File: config.mk
export PLATFORM = sky130hd
export DESIGN_NAME = dpi_fb_writer
export DESIGN_NICKNAME = d
export VERILOG_FILES = /design/src/rtl/dpi_fb_pkg.sv /design/src/rtl/dpi_win_map.sv /design/src/rtl/dpi_fb_writer.sv
export SDC_FILE = /design/constraint.sdc
export NUM_CORES = 1
export LEC_CHECK = 0
export BUFFER_PORTS_ARGS = -buffer_cell sky130_fd_sc_hd__buf_4
export CORE_MARGIN = 2
export CORE_UTILIZATION = 35
export DETAILED_ROUTE_END_ITERATION = 10
export SLEW_MARGIN = 5
export SYNTH_ARGS = -nofsm -noshare
export SYNTH_HDL_FRONTEND = slang
export SYNTH_SLANG_ARGS = --single-unit
export TNS_END_PERCENT = 10
File: constraint.sdc
create_clock -name PCLK -period 3.4 [get_ports PCLK]
set_input_delay 0.68 -clock PCLK [delete_from_list [all_inputs] [get_ports PCLK]]
set_output_delay 0.68 -clock PCLK [all_outputs]
set_load 0.005 [all_outputs]
File: src/rtl/dpi_fb_pkg.sv
// dpi_fb_pkg: shared state encoding, matrix defaults, derived widths and pixel type
package dpi_fb_pkg;
  typedef enum logic [1:0] {IDLE, CAPTURE, READY, SKIP} state_t;
  localparam int MAT_W_DEF = 64;
  localparam int MAT_H_DEF = 32;
  localparam int COL_W = $clog2(MAT_W_DEF);
  localparam int ROW_W = $clog2(MAT_H_DEF);
  localparam int ADDR_W = 1 + ROW_W + COL_W;
  typedef logic [23:0] pixel_t;
  function automatic logic [7:0] sat_inc(input logic [7:0] v);
    return (v == 8'hFF) ? v : v + 8'd1;
  endfunction
endpackage

File: src/rtl/dpi_win_map.sv
// dpi_win_map: maps a source pixel coordinate onto the captured window (hit, row, col)
module dpi_win_map import dpi_fb_pkg::*; #(
  parameter int WIN_X0 = 0,
  parameter int WIN_Y0 = 0,
  parameter int MAT_W = MAT_W_DEF,
  parameter int MAT_H = MAT_H_DEF,
  localparam int CW = $clog2(MAT_W),
  localparam int RW = $clog2(MAT_H)
) (
  input  logic [10:0]   x,
  input  logic [9:0]    y,
  output logic          hit,
  output logic [RW-1:0] row,
  output logic [CW-1:0] col
);
  assign hit = int'(x) >= WIN_X0 && int'(x) < WIN_X0 + MAT_W &&
               int'(y) >= WIN_Y0 && int'(y) < WIN_Y0 + MAT_H;
  assign row = RW'(y - 10'(WIN_Y0));
  assign col = CW'(x - 11'(WIN_X0));
endmodule

File: src/rtl/dpi_fb_writer.sv
// dpi_fb_writer: captures a window of the DPI pixel stream into a double-buffered
// frame buffer and hands completed frames to the matrix scanner.
module dpi_fb_writer import dpi_fb_pkg::*; #(
  parameter int WIN_X0 = 0,
  parameter int WIN_Y0 = 0,
  parameter int MAT_W = MAT_W_DEF,
  parameter int MAT_H = MAT_H_DEF,
  localparam int CW = $clog2(MAT_W),
  localparam int RW = $clog2(MAT_H),
  localparam int AW = 1 + RW + CW
) (
  input  logic          PCLK,
  input  logic          RESET,
  input  logic          ENABLE,
  input  logic [10:0]   ADDR_H,
  input  logic [9:0]    ADDR_V,
  input  logic [7:0]    Q_RED,
  input  logic [7:0]    Q_GREEN,
  input  logic [7:0]    Q_BLUE,
  input  logic          DE,
  input  logic          VSYNC,
  input  logic          RD_ACK,
  output logic          WR_EN,
  output logic [AW-1:0] WR_ADDR,
  output pixel_t        WR_DATA,
  output logic          RD_BANK,
  output logic          FRAME_READY,
  output logic [7:0]    DROP_CNT
);
  state_t state_q;
  logic de_q, vs_q, wr_bank_q, rd_bank_q, wr_en_q, ready_q;
  logic [AW-1:0] addr_q;
  pixel_t data_q;
  logic [7:0] drop_q;
  logic [10:0] px_x;
  logic [9:0] px_y;
  logic hit, vs_edge, wr, last;
  logic [RW-1:0] row;
  logic [CW-1:0] col;
  // the receiver count already advanced past the registered pixel
  assign px_x = ADDR_H - 11'd1;
  assign px_y = ADDR_V - 10'd1;
  dpi_win_map #(.WIN_X0(WIN_X0), .WIN_Y0(WIN_Y0), .MAT_W(MAT_W), .MAT_H(MAT_H)) u_map (
    .x(px_x), .y(px_y), .hit(hit), .row(row), .col(col)
  );
  assign vs_edge = VSYNC & ~vs_q;
  assign wr = ENABLE && state_q == CAPTURE && de_q && hit;
  assign last = &{row, col};
  always_ff @(posedge PCLK or posedge RESET)
    if (RESET) begin
      state_q <= IDLE;
      de_q <= 1'b0;
      vs_q <= 1'b0;
      wr_bank_q <= 1'b0;
      rd_bank_q <= 1'b1;
      wr_en_q <= 1'b0;
      addr_q <= '0;
      data_q <= '0;
      ready_q <= 1'b0;
      drop_q <= '0;
    end else begin
      de_q <= DE;
      vs_q <= VSYNC;
      wr_en_q <= 1'b0;
      if (!ENABLE) state_q <= IDLE;
      else case (state_q)
        IDLE: if (vs_edge) state_q <= CAPTURE;
        CAPTURE: begin
          if (wr) begin
            wr_en_q <= 1'b1;
            addr_q <= {wr_bank_q, row, col};
            data_q <= {Q_RED, Q_GREEN, Q_BLUE};
          end
          if (wr && last) begin
            ready_q <= 1'b1;
            state_q <= READY;
          end else if (vs_edge) drop_q <= sat_inc(drop_q);
        end
        READY, SKIP: if (RD_ACK) begin
          rd_bank_q <= wr_bank_q;
          wr_bank_q <= ~wr_bank_q;
          ready_q <= 1'b0;
          state_q <= (state_q == READY && vs_edge) ? CAPTURE : IDLE;
        end else if (vs_edge) begin
          drop_q <= sat_inc(drop_q);
          state_q <= SKIP;
        end
      endcase
    end
  assign WR_EN = wr_en_q;
  assign WR_ADDR = addr_q;
  assign WR_DATA = data_q;
  assign RD_BANK = rd_bank_q;
  assign FRAME_READY = ready_q;
  assign DROP_CNT = drop_q;
endmodule

; Word level (Yosys, flattened, before mapping)
; Cells that the tools add are included.
[word_totals]
mem_bits_ro = 0
latch_bits = 0
mem_count = 0
out_inout_bits = 47
ram_bits = 0
reg_bits = 52
[classes]
mux = 18
bitwise_logic = 3
mul = 0
addsub = 3
eq_ne = 11
reduce_logical = 15
n_div = 0
n_shift = 0
magnitude_cmp = 2
[op_table]
columns = op, count
row1 = $mux W8, 4
row2 = $pmux W8 S2, 1
row3 = $lt A11 B7 Y1 const B, 1
row4 = $reduce_and A11 Y1, 1
row5 = $sub A11 B1 Y11 const B, 1
row6 = $lt A10 B6 Y1 const B, 1
row7 = $mux W2, 5
row8 = $sub A10 B1 Y10 const B, 1
row9 = $reduce_and A3 Y1, 3
row10 = $add A8 B1 Y8 const B, 1
row11 = $eq A8 B8 Y1 const B, 1
row12 = $reduce_and A4 Y1, 2
row13 = $logic_and A1 B1 Y1, 6
row14 = $mux W1, 6
row15 = $ne A2 B2 Y1 const B, 3
row16 = $pmux W2 S3, 1
row17 = $eq A2 B2 Y1 const B, 2
row18 = $ne A4 B4 Y1 const B, 1
row19 = $ne A3 B2 Y1 const B, 1
row20 = $ne A3 B3 Y1 const B, 1
row21 = $eq A2 B1 Y1 const B, 1
row22 = $logic_not A2 Y1, 1
row23 = $ne A2 B1 Y1 const B, 1
row24 = $not A1 Y1, 2
row25 = 4 further kinds, 4

; Logic depth before layout (Yosys ltp)
; Gate-level depths: netlist of the first run.
[depth]
depth_word = 8
ltp_mapped = 9
depth_no_buf = 8

; Cells and area by module
; From an unflattened synthesis of the first run, not the netlist that was laid out.
[unflattened]
hier_cells = 198
hier_area_um2 = 2499.9
[modules_own_cells]
columns = mod, n_inst, cells_per_inst, area_each_um2, seq_area_each_um2
row1 = dpi_fb_writer, 1, 184, 2389.8, 1302.5
row2 = dpi_win_map, 1, 14, 110.1, 0.0

; Least setup slack after synthesis of the first run
; Ideal clock, no wire load.
[synth_path]
path_type = input to register
startpoint = input ADDR_H[0]
endpoint = register drop_q[1], in the netlist DROP_CNT[1]
arrival_time_ns = 2.670
stages = 8
setup_slack_ns = 0.605
path_buffers = 0
required_time_ns = 3.275
path_cell_list = inv_1 -> ha_1 -> or4b_4 -> or4_1 -> nand3_2 -> nand4_2 -> and2_4 -> mux2_4
[synth_between]
elab_chain_cells = 7
word_cells_on_any_way = 8
[synth_rtl]
columns = element, line
row1 = "start, declared", dpi_fb_writer.sv:15  ; input logic [10:0] ADDR_H,
row2 = $sub A11 B1 Y11 (*), dpi_fb_writer.sv:41  ; assign px_x = ADDR_H - 11'd1;
row3 = $lt A11 B7 Y1, dpi_win_map.sv:16  ; assign hit = int'(x) >= WIN_X0 && int'(x) < WIN_X0 + MAT_W &&
row4 = $logic_and A1 B1 Y1, dpi_win_map.sv:17  ; int'(y) >= WIN_Y0 && int'(y) < WIN_Y0 + MAT_H;
row5 = $logic_and A1 B1 Y1, dpi_fb_writer.sv:47  ; assign wr = ENABLE && state_q == CAPTURE && de_q && hit;
row6 = $logic_and A1 B1 Y1 (*), dpi_fb_writer.sv:74  ; if (wr && last) begin
row7 = $ne A2 B2 Y1 (no line) (*), --
row8 = $reduce_and A4 Y1 (no line) (*), --
row9 = "end signal, assigned", dpi_fb_writer.sv:77  ; end else if (vs_edge) drop_q <= sat_inc(drop_q);
row10 = "end signal, assigned", dpi_fb_writer.sv:85  ; drop_q <= sat_inc(drop_q);
row11 = "end, declared", dpi_fb_writer.sv:34  ; logic [7:0] drop_q;
; Every way passes the cells marked *; elsewhere a longest branch is shown, timed or not.
; A chain may end at the register's enable or synchronous reset.

; Worst setup path in the final report of the first run
[layout_path]
startpoint = input ADDR_H[1]
endpoint = register data_q[23], in the netlist WR_DATA[23]
[layout_between]
elab_chain_cells = 5
[layout_rtl]
columns = element, line
row1 = $sub A11 B1 Y11, dpi_fb_writer.sv:41
row2 = $lt A11 B7 Y1, dpi_win_map.sv:16
row3 = $logic_and A1 B1 Y1, dpi_win_map.sv:17
row4 = $logic_and A1 B1 Y1, dpi_fb_writer.sv:47
row5 = $reduce_and A3 Y1 (no line), --
row6 = "end signal, assigned", dpi_fb_writer.sv:72  ; data_q <= {Q_RED, Q_GREEN, Q_BLUE};
row7 = "end, declared", dpi_fb_writer.sv:33  ; pixel_t data_q;
; No other way between the ends.

==> results of run 1 <==
## state kept, by name, indices dropped and copies added (netlist names)
register	count
WR_EN	1
state_q	2
DROP_CNT	8
wr_bank_q	1
WR_DATA	24
vs_q	1
de_q	1
FRAME_READY	1
WR_ADDR	12
RD_BANK	1
## cells in the mapped netlist, types with 3 or more instances
master / count / share of area (%)
mux2_1: 20 / 9.3
and3_1: 5 / 1.3
or4_1: 4 / 1.2
nand4_1: 3 / 0.78
nand2_1: 14 / 2.2
nor3_1: 5 / 1.0
inv_1: 5 / 0.78
mux2_4: 5 / 3.1
nand2b_1: 4 / 1.0
nor4_1: 3 / 0.78
xnor2_1: 9 / 3.3
o21ai_0: 10 / 2.1
nor2_1: 5 / 0.78
dfrtp_1: 51 / 53
mux2_2: 5 / 2.3
ha_1: 3 / 1.6
xor2_1: 5 / 1.8
nand3_1: 7 / 1.5
## critical path: stages
cell,delay [ps]
buf_4,120
inv_1,60
ha_1,200
or4b_4,500
o21ai_0,180
nor4b_2,430
nand4_4,200
buf_12,240
mux2_1,330
## metrics by stage
stage,cells,setup WS [ps],instance area [sq um]
6_report,378,630,3330
3_3_place_gp,370,404,3240
5_1_grt,378,504,3330
3_5_place_dp,370,332,3240
4_1_cts,378,637,3330
2_1_floorplan,195,605,2410
## final cells by class
type	instances	area [sq um]
fill	647	3390
sequential	52	1300
multi-input combinational	134	1060
timing repair buffer	99	756
tap	80	100
clock buffer	7	86.3
inverter	5	18.8
clock inverter	1	7.51
## path summary, 6_finish.rpt
| kind | startpoint | to | cells after the start |
|---|---|---|---|
| setup / recovery | ADDR_H[1] | WR_DATA[23] | 9 |
| hold / removal | DE | de_q | 1 |
| setup reg to reg | state_q[1] | WR_DATA[23] | 6 |
| hold reg to reg | WR_ADDR[5] | WR_ADDR[5] | 2 |
| max in group asynchronous | RESET | WR_EN | 2 |
| min in group asynchronous | RESET | WR_ADDR[1] | 2 |
## cell families after synthesis
kind of cell    synth area share [%]
mux                             14.8
flops                           54.0
xor+xnor                        5.08
buf+inv                         2.07
compound gates                  5.96
simple gates                    16.6
fa+ha+maj                       1.56
## where the power goes
group	internal, mW	switching [mW]
clock network	0.166	0.200
registers	0.633	0.0190
logic	0.0848	0.0640
total	0.884	0.283
## per-layer routing
layer	wire length (microns)	share of wire (%)	global-route usage, %	vias to the layer above
li1	-	-	-	906
met1	2550	47	19.7	884
met2	2420	45	21.7	67
met3	378	7.0	3.41	7
met4	50	0.93	4.69	0
met5	0	0	0	-
==> results.md, run 1 <==
- The worst reg-to-reg setup slack is 1210 ps.
- The floorplan step set the die height to 87.0 microns.
- The clock-pin slew on the worst setup and hold paths is 90 ps.
- The type of destination of the critical path is a register.
- The top fanout value on the critical path is 39.
- Across every metal layer, demand over resource in global routing totals 14.1%.
- Leaving out fill and tap cells, the most frequent cell in the layout is buf_4.
- A synthesized cell averages 12.4 sq um.
- During synthesis, Yosys emitted a total of 0 warnings.
- During placement, the flow inserted port buffers numbering 97.
- The number of enable-type register cells in the synthesized netlist is 0.
- For this run, the detailed router's first-pass iteration total came to 4.
- Of the available clock period, the critical path in the final layout requires 81.5%.
- The first global-routing pass estimated 8370 microns of wire.
- The number of DRC violations after detailed-routing iteration 0 is 74.
- The remaining antenna violation count after routing is 0.
- TritonCTS built the clock tree.
- The maximum level of the CTS H-tree is 2.
- The initialized floorplan defines 30 standard-cell rows.
- The clock sink total is 52.
- In the layout the commonest cells are 98 x buf_4, 51 x dfrtp_1, 20 x mux2_1, 14 x nand2_1, 10 x o21ai_0.
- Clock skew on the completed layout was measured at 6.95 ps.
- After detailed routing, the average wire length per cell comes to 14.3 microns.
- Counting I/O delays and the setup requirement, the final critical path takes 2770 ps.
- After detailed routing, the total wire length is 5400 microns.
- For this run the aggregate overflow at the end of global routing stands at 0.
- Setup repair after global routing left no endpoint under its margin.
- Data arrives at the worst endpoint at 2960 ps.
- The worst voltage drop across the vdd grid is 0.174 mV.
- The number of buffers added for setup after CTS is 0.
- The area of the core is 0.00672 sq mm.
- Total power for the finished layout comes to 1.17 mW.
- The count of boundary I/O pins is 98.
- The portion of the post-synthesis area used by sequential elements is 54.0%.
- The floorplan step defined a die boundary enclosing 0.00758 sq mm.
- The wire-length estimate of the detail-placed layout is 4010 microns.
- Setup violations remaining at the end of the flow were counted as 0.
- The pin slew with the least headroom to its limit is 1080 ps.
- TritonCTS created 5 clock buffers.
- The number of antenna diodes in the final layout is 0.
- For this run, asynchronously set or reset flops after synthesis account for 100%.
- When the netlist entered floorplanning its net count stood at 249.
- For this run, the leading register cell type out of synthesis is dfrtp_1.
- Post-CTS repair changed the size of 0 cells.
- The congestion estimate from routability-driven global placement came to 0.757.
- The initial antenna violation count is 0.
- The number of maximum-capacitance constraint violations is 0.
- The netlist uses 46 different library cells.
- The pin count of the biggest net entering global routing is 53.
- Dividing the detail-routed via count by the number of cells gives 4.93.
- For the final routed database, the setup TNS stands at 0 ps.
- The synthesized flop and latch total is 52.
- Timing would allow up to 0.361 GHz.
- The growth of design area from synthesis to finish is 38.1%.
- The count of endpoints failing hold in the final timing report came to 0.
- On the final layout, the worst hold slack is 484 ps.
- The total via count in the routed design is 1864.
- The final number of max-transition violations is 0.
- The effective utilization at floorplan is 35.9%.
- The fraction of the core area covered by cells at the end of the flow is 49.6%.
- Synthesis produced a netlist whose cell count is 195.
- The root buffer cell is clkbuf_8.
- The required time at the endpoint of the critical path is 3590 ps.
- Headroom to the max-slew limit came out at 27.7%.
- The die is 87.0 microns wide.
- The cell area that synthesis handed to floorplanning was 0.00241 sq mm.
- Cells with a size suffix above 1 make up 41.6% of the layout.
- The worst hold-check path type is in -> reg.
- The number of global-route vias before repair is 1765.
- The start-to-end type of the worst setup path is in -> reg.
- The number of nets in the layout is 351.
- Hold repair after CTS inserted 0 buffers.
- The clock passes through at most 2 buffers.
- The clock latency on the worst-skew pair is 300 ps.
- The analysis attributes to cell leakage a power of 1.79 nW.
- The power density normalized to cell area is 350 mW/mm^2.
- The run finished with clean final reports.
- STA classifies the critical path startpoint as an input port.
- After detailed routing, the number of remaining DRC violations is 0.
Note: power is estimated with default switching activity, not from simulation.
==> run 2, diff against run 1 <==
==> constraint.sdc (replaced) <==
create_clock -name PCLK -period 2.75 [get_ports PCLK]
set_input_delay 0.55 -clock PCLK [delete_from_list [all_inputs] [get_ports PCLK]]
set_output_delay 0.55 -clock PCLK [all_outputs]
set_load 0.005 [all_outputs]
==> run 2 against run 1 <==
Compared with the run above:
- first-iteration DRC count increased by 5.4%
- largest cell class unchanged
- critical path type unchanged
- design area increased by 3.8%
- sequential share of layout area decreased by 1.4 points
==> results.md, run 2 (synthesis gave the netlist of run 1 again) <==
- The remaining antenna violation count after routing is 0 (unchanged).
- The fraction of final layout cells with drive strength greater than 1 came to 44.1% (+2.5 points).
- The global route total overflow was 0 (unchanged).
- The total of endpoints with negative setup slack in the final report is 0 (unchanged).
- The filler cell count is 619 (-4.3%).
- The number of maximum-capacitance constraint violations is 0 (unchanged).
- The number of design rule violations left after detail routing is 0 (unchanged).
- The final number of max-transition violations is 0 (unchanged).
- The area of the core is 0.00672 sq mm (unchanged).
- The count of endpoints failing hold in the final timing report is 0 (unchanged).
- The pin slew with the least headroom to its limit was 569 ps (-515 ps).
- The clock period minus final worst setup slack is 2480 ps.
- The clock-pin slew on the worst setup and hold paths is 90 ps (about the same).
- The total global-route track usage is 14.9% (+0.74 points).
- The number of nets in the layout is 366 (+4.3%).
- The count of boundary I/O pins came to 98 (unchanged).
- The critical path goes through buf_4, inv_1, ha_1, or4b_4, or4_1, nand3_2, buf_4, nand4_2, and2_4, mux2_4.
- The required time at the endpoint of the critical path was 2940 ps (-650 ps).
- The longest individual stage delay on the worst path is 510 ps (about the same).
- The chip height is 87.0 microns (unchanged).
- Of the available clock period, the critical path in the final layout requires 90.1%.
- The row count is 30 (unchanged).
- The average vias per placed instance is 4.94 (+0.16%).
- The top fanout value on the critical path is 4 (-90%).
- The arrival time at the worst endpoint is 2670 ps (-290 ps).
- The number of diodes added for antenna fixing is 0 (unchanged).
- The number of buffers added for setup after CTS was 0 (unchanged).
- The tightest hold margin is 308 ps (-176 ps).
- The cts-stage hold buffer count came to 0 (unchanged).
- The fraction of the core area covered by cells at the end of the flow was 51.5% (+1.9 points).
- The routability congestion estimate came to 0.795 (+5.0%).
- The clock latency on the worst-skew pair came to 300 ps (about the same).
- The worst slew margin relative to its limit was 62.0% (+34 points).
- The number of DRC violations after detailed-routing iteration 0 is 78 (+5.4%).
- The number of gates resized after cts is 0 (unchanged).
- The number of global-route vias before repair is 1933 (+9.5%).
- The worst hold path belongs to the class in -> async.
- The final worst setup slack came to 271 ps (-359 ps).
- The commonest non-fill, non-tap cell in the layout is buf_4.
- The overall die width is 87.0 microns (unchanged).
- The effective utilization at floorplan was 35.9% (unchanged).
- TritonCTS built the clock tree.
- The start-to-end type of the worst setup path is in -> reg.
- The type of destination of the critical path is a register.
- The cell type with the highest occurrence count on the critical path is buf_4.
- The root buffer cell is clkbuf_8.
- The initial antenna violation count is 0 (unchanged).
- The area of placed instances is 0.00338 sq mm (+4.3%).
- The placed wire-length estimate after detailed placement is 4130 microns (+2.9%).
- The wire length reported by the detailed router is 5410 microns (+0.32%).
- The number of input and output port buffers inserted is 97 (unchanged).
- The pin count of the biggest net entering global routing is 38 (-28%).
- The worst voltage drop across the vdd grid came to 0.256 mV (+47%).
- The number of optimization iterations in the first detailed-route pass is 4 (unchanged).
- The cell area after layout is 0.00346 sq mm (+3.8%).
- On the critical path, the stage with the largest delay is an instance of or4_1.
- The power density normalized to cell area is 412 mW/mm^2 (+18%).
- The number of flip-flops under the largest register name is 24 (unchanged).
- The number of buffers on the longest clock path is 2 (unchanged).
- The area enclosed by the die boundary was 0.00758 sq mm (unchanged).
- The total power consumption of the routed design is 1.42 mW (+22%).
- The run finished with clean final reports.
- Static timing analysis puts the maximum clock frequency at 0.403 GHz.
- Setup repair after global routing left no endpoint under its margin.
- The growth of design area from synthesis to finish is 43.2%.
- The total via count in the routed design was 1941 (+4.1%).
- The clock sink total is 52 (unchanged).
- The startpoint type of the worst setup path is an input port.
- The worst-case clock skew is 5.36 ps (-1.59 ps).
- The total clock buffers created by CTS was 5 (unchanged).
- The top cell family by delay on the critical path is simple AND/OR/NAND/NOR gates.
- The combined buffer and inverter count along the critical path is 3 (unchanged).
- The worst setup slack after placement is -34.0 ps (-366 ps).
- The wire length of the first global-routing pass is 8940 microns (+6.8%).
- The maximum level of the CTS H-tree is 2 (unchanged).
- The worst reg-to-reg setup slack is 560 ps (-650 ps).
- In the layout the commonest cells are 111 x buf_4, 51 x dfrtp_1, 20 x mux2_1, 14 x nand2_1, 10 x o21ai_0.
- The per-cell routed wire length is 13.8 microns (-3.5%).
- The cell leakage power came to 1.87 nW (+4.8%).
run 2: worst paths after layout:
check / from / endpoint / cells after the start
max: ADDR_H[0] / DROP_CNT[1] / 10
min: RESET / WR_DATA[20] / 2
min in group PCLK: DE / de_q / 1
min reg2reg: WR_ADDR[5] / WR_ADDR[5] / 2
max reg2reg: DROP_CNT[2] / DROP_CNT[1] / 6
max in group asynchronous: RESET / WR_DATA[14] / 3
run 2: per-layer routing:
layer  global-route usage, %  vias up  wire length [microns]
li1                        -      939                      -
met1                    19.0      917                   2360
met2                    24.5       77                   2510
met3                    3.98        8                    457
met4                    4.83        0                     84
met5                       0        -                      0
run 2: through the flow:
step | setup TNS, ps | std cells
finish | 0 | 393
global placement | -82.6 | 385
global route | 0 | 393
CTS | 0 | 393
floorplan | 0 | 195
detailed placement | -346 | 385
run 2: area by class of cell:
class                           count  area (sq um)  area share [%]
Clock buffer                        7          76.3            2.21
Clock inverter                      1          5.00           0.145
Inverter                            5          18.8           0.543
Multi-Input combinational cell    134          1060            30.7
Sequential cell                    52          1300            37.7
Tap cell                           80           100            2.90
Timing Repair Buffer              114           893            25.8
run 2: worst reg2reg max path, delay by kind of cell (launching register included):
family / cells / cell delay (ps)
flip-flops: 1 / 440
multiplexers: 1 / 290
AND/OR/NAND/NOR: 4 / 880
AO/OA/AOI/OAI: 1 / 480
run 2: power by group:
| part | switching, mW | internal [mW] | total (mW) |
|---|---|---|---|
| clock | 0.242 | 0.179 | 0.421 |
| combinational | 0.0813 | 0.115 | 0.197 |
| sequential | 0.0232 | 0.783 | 0.806 |
| total | 0.346 | 1.08 | 1.42 |
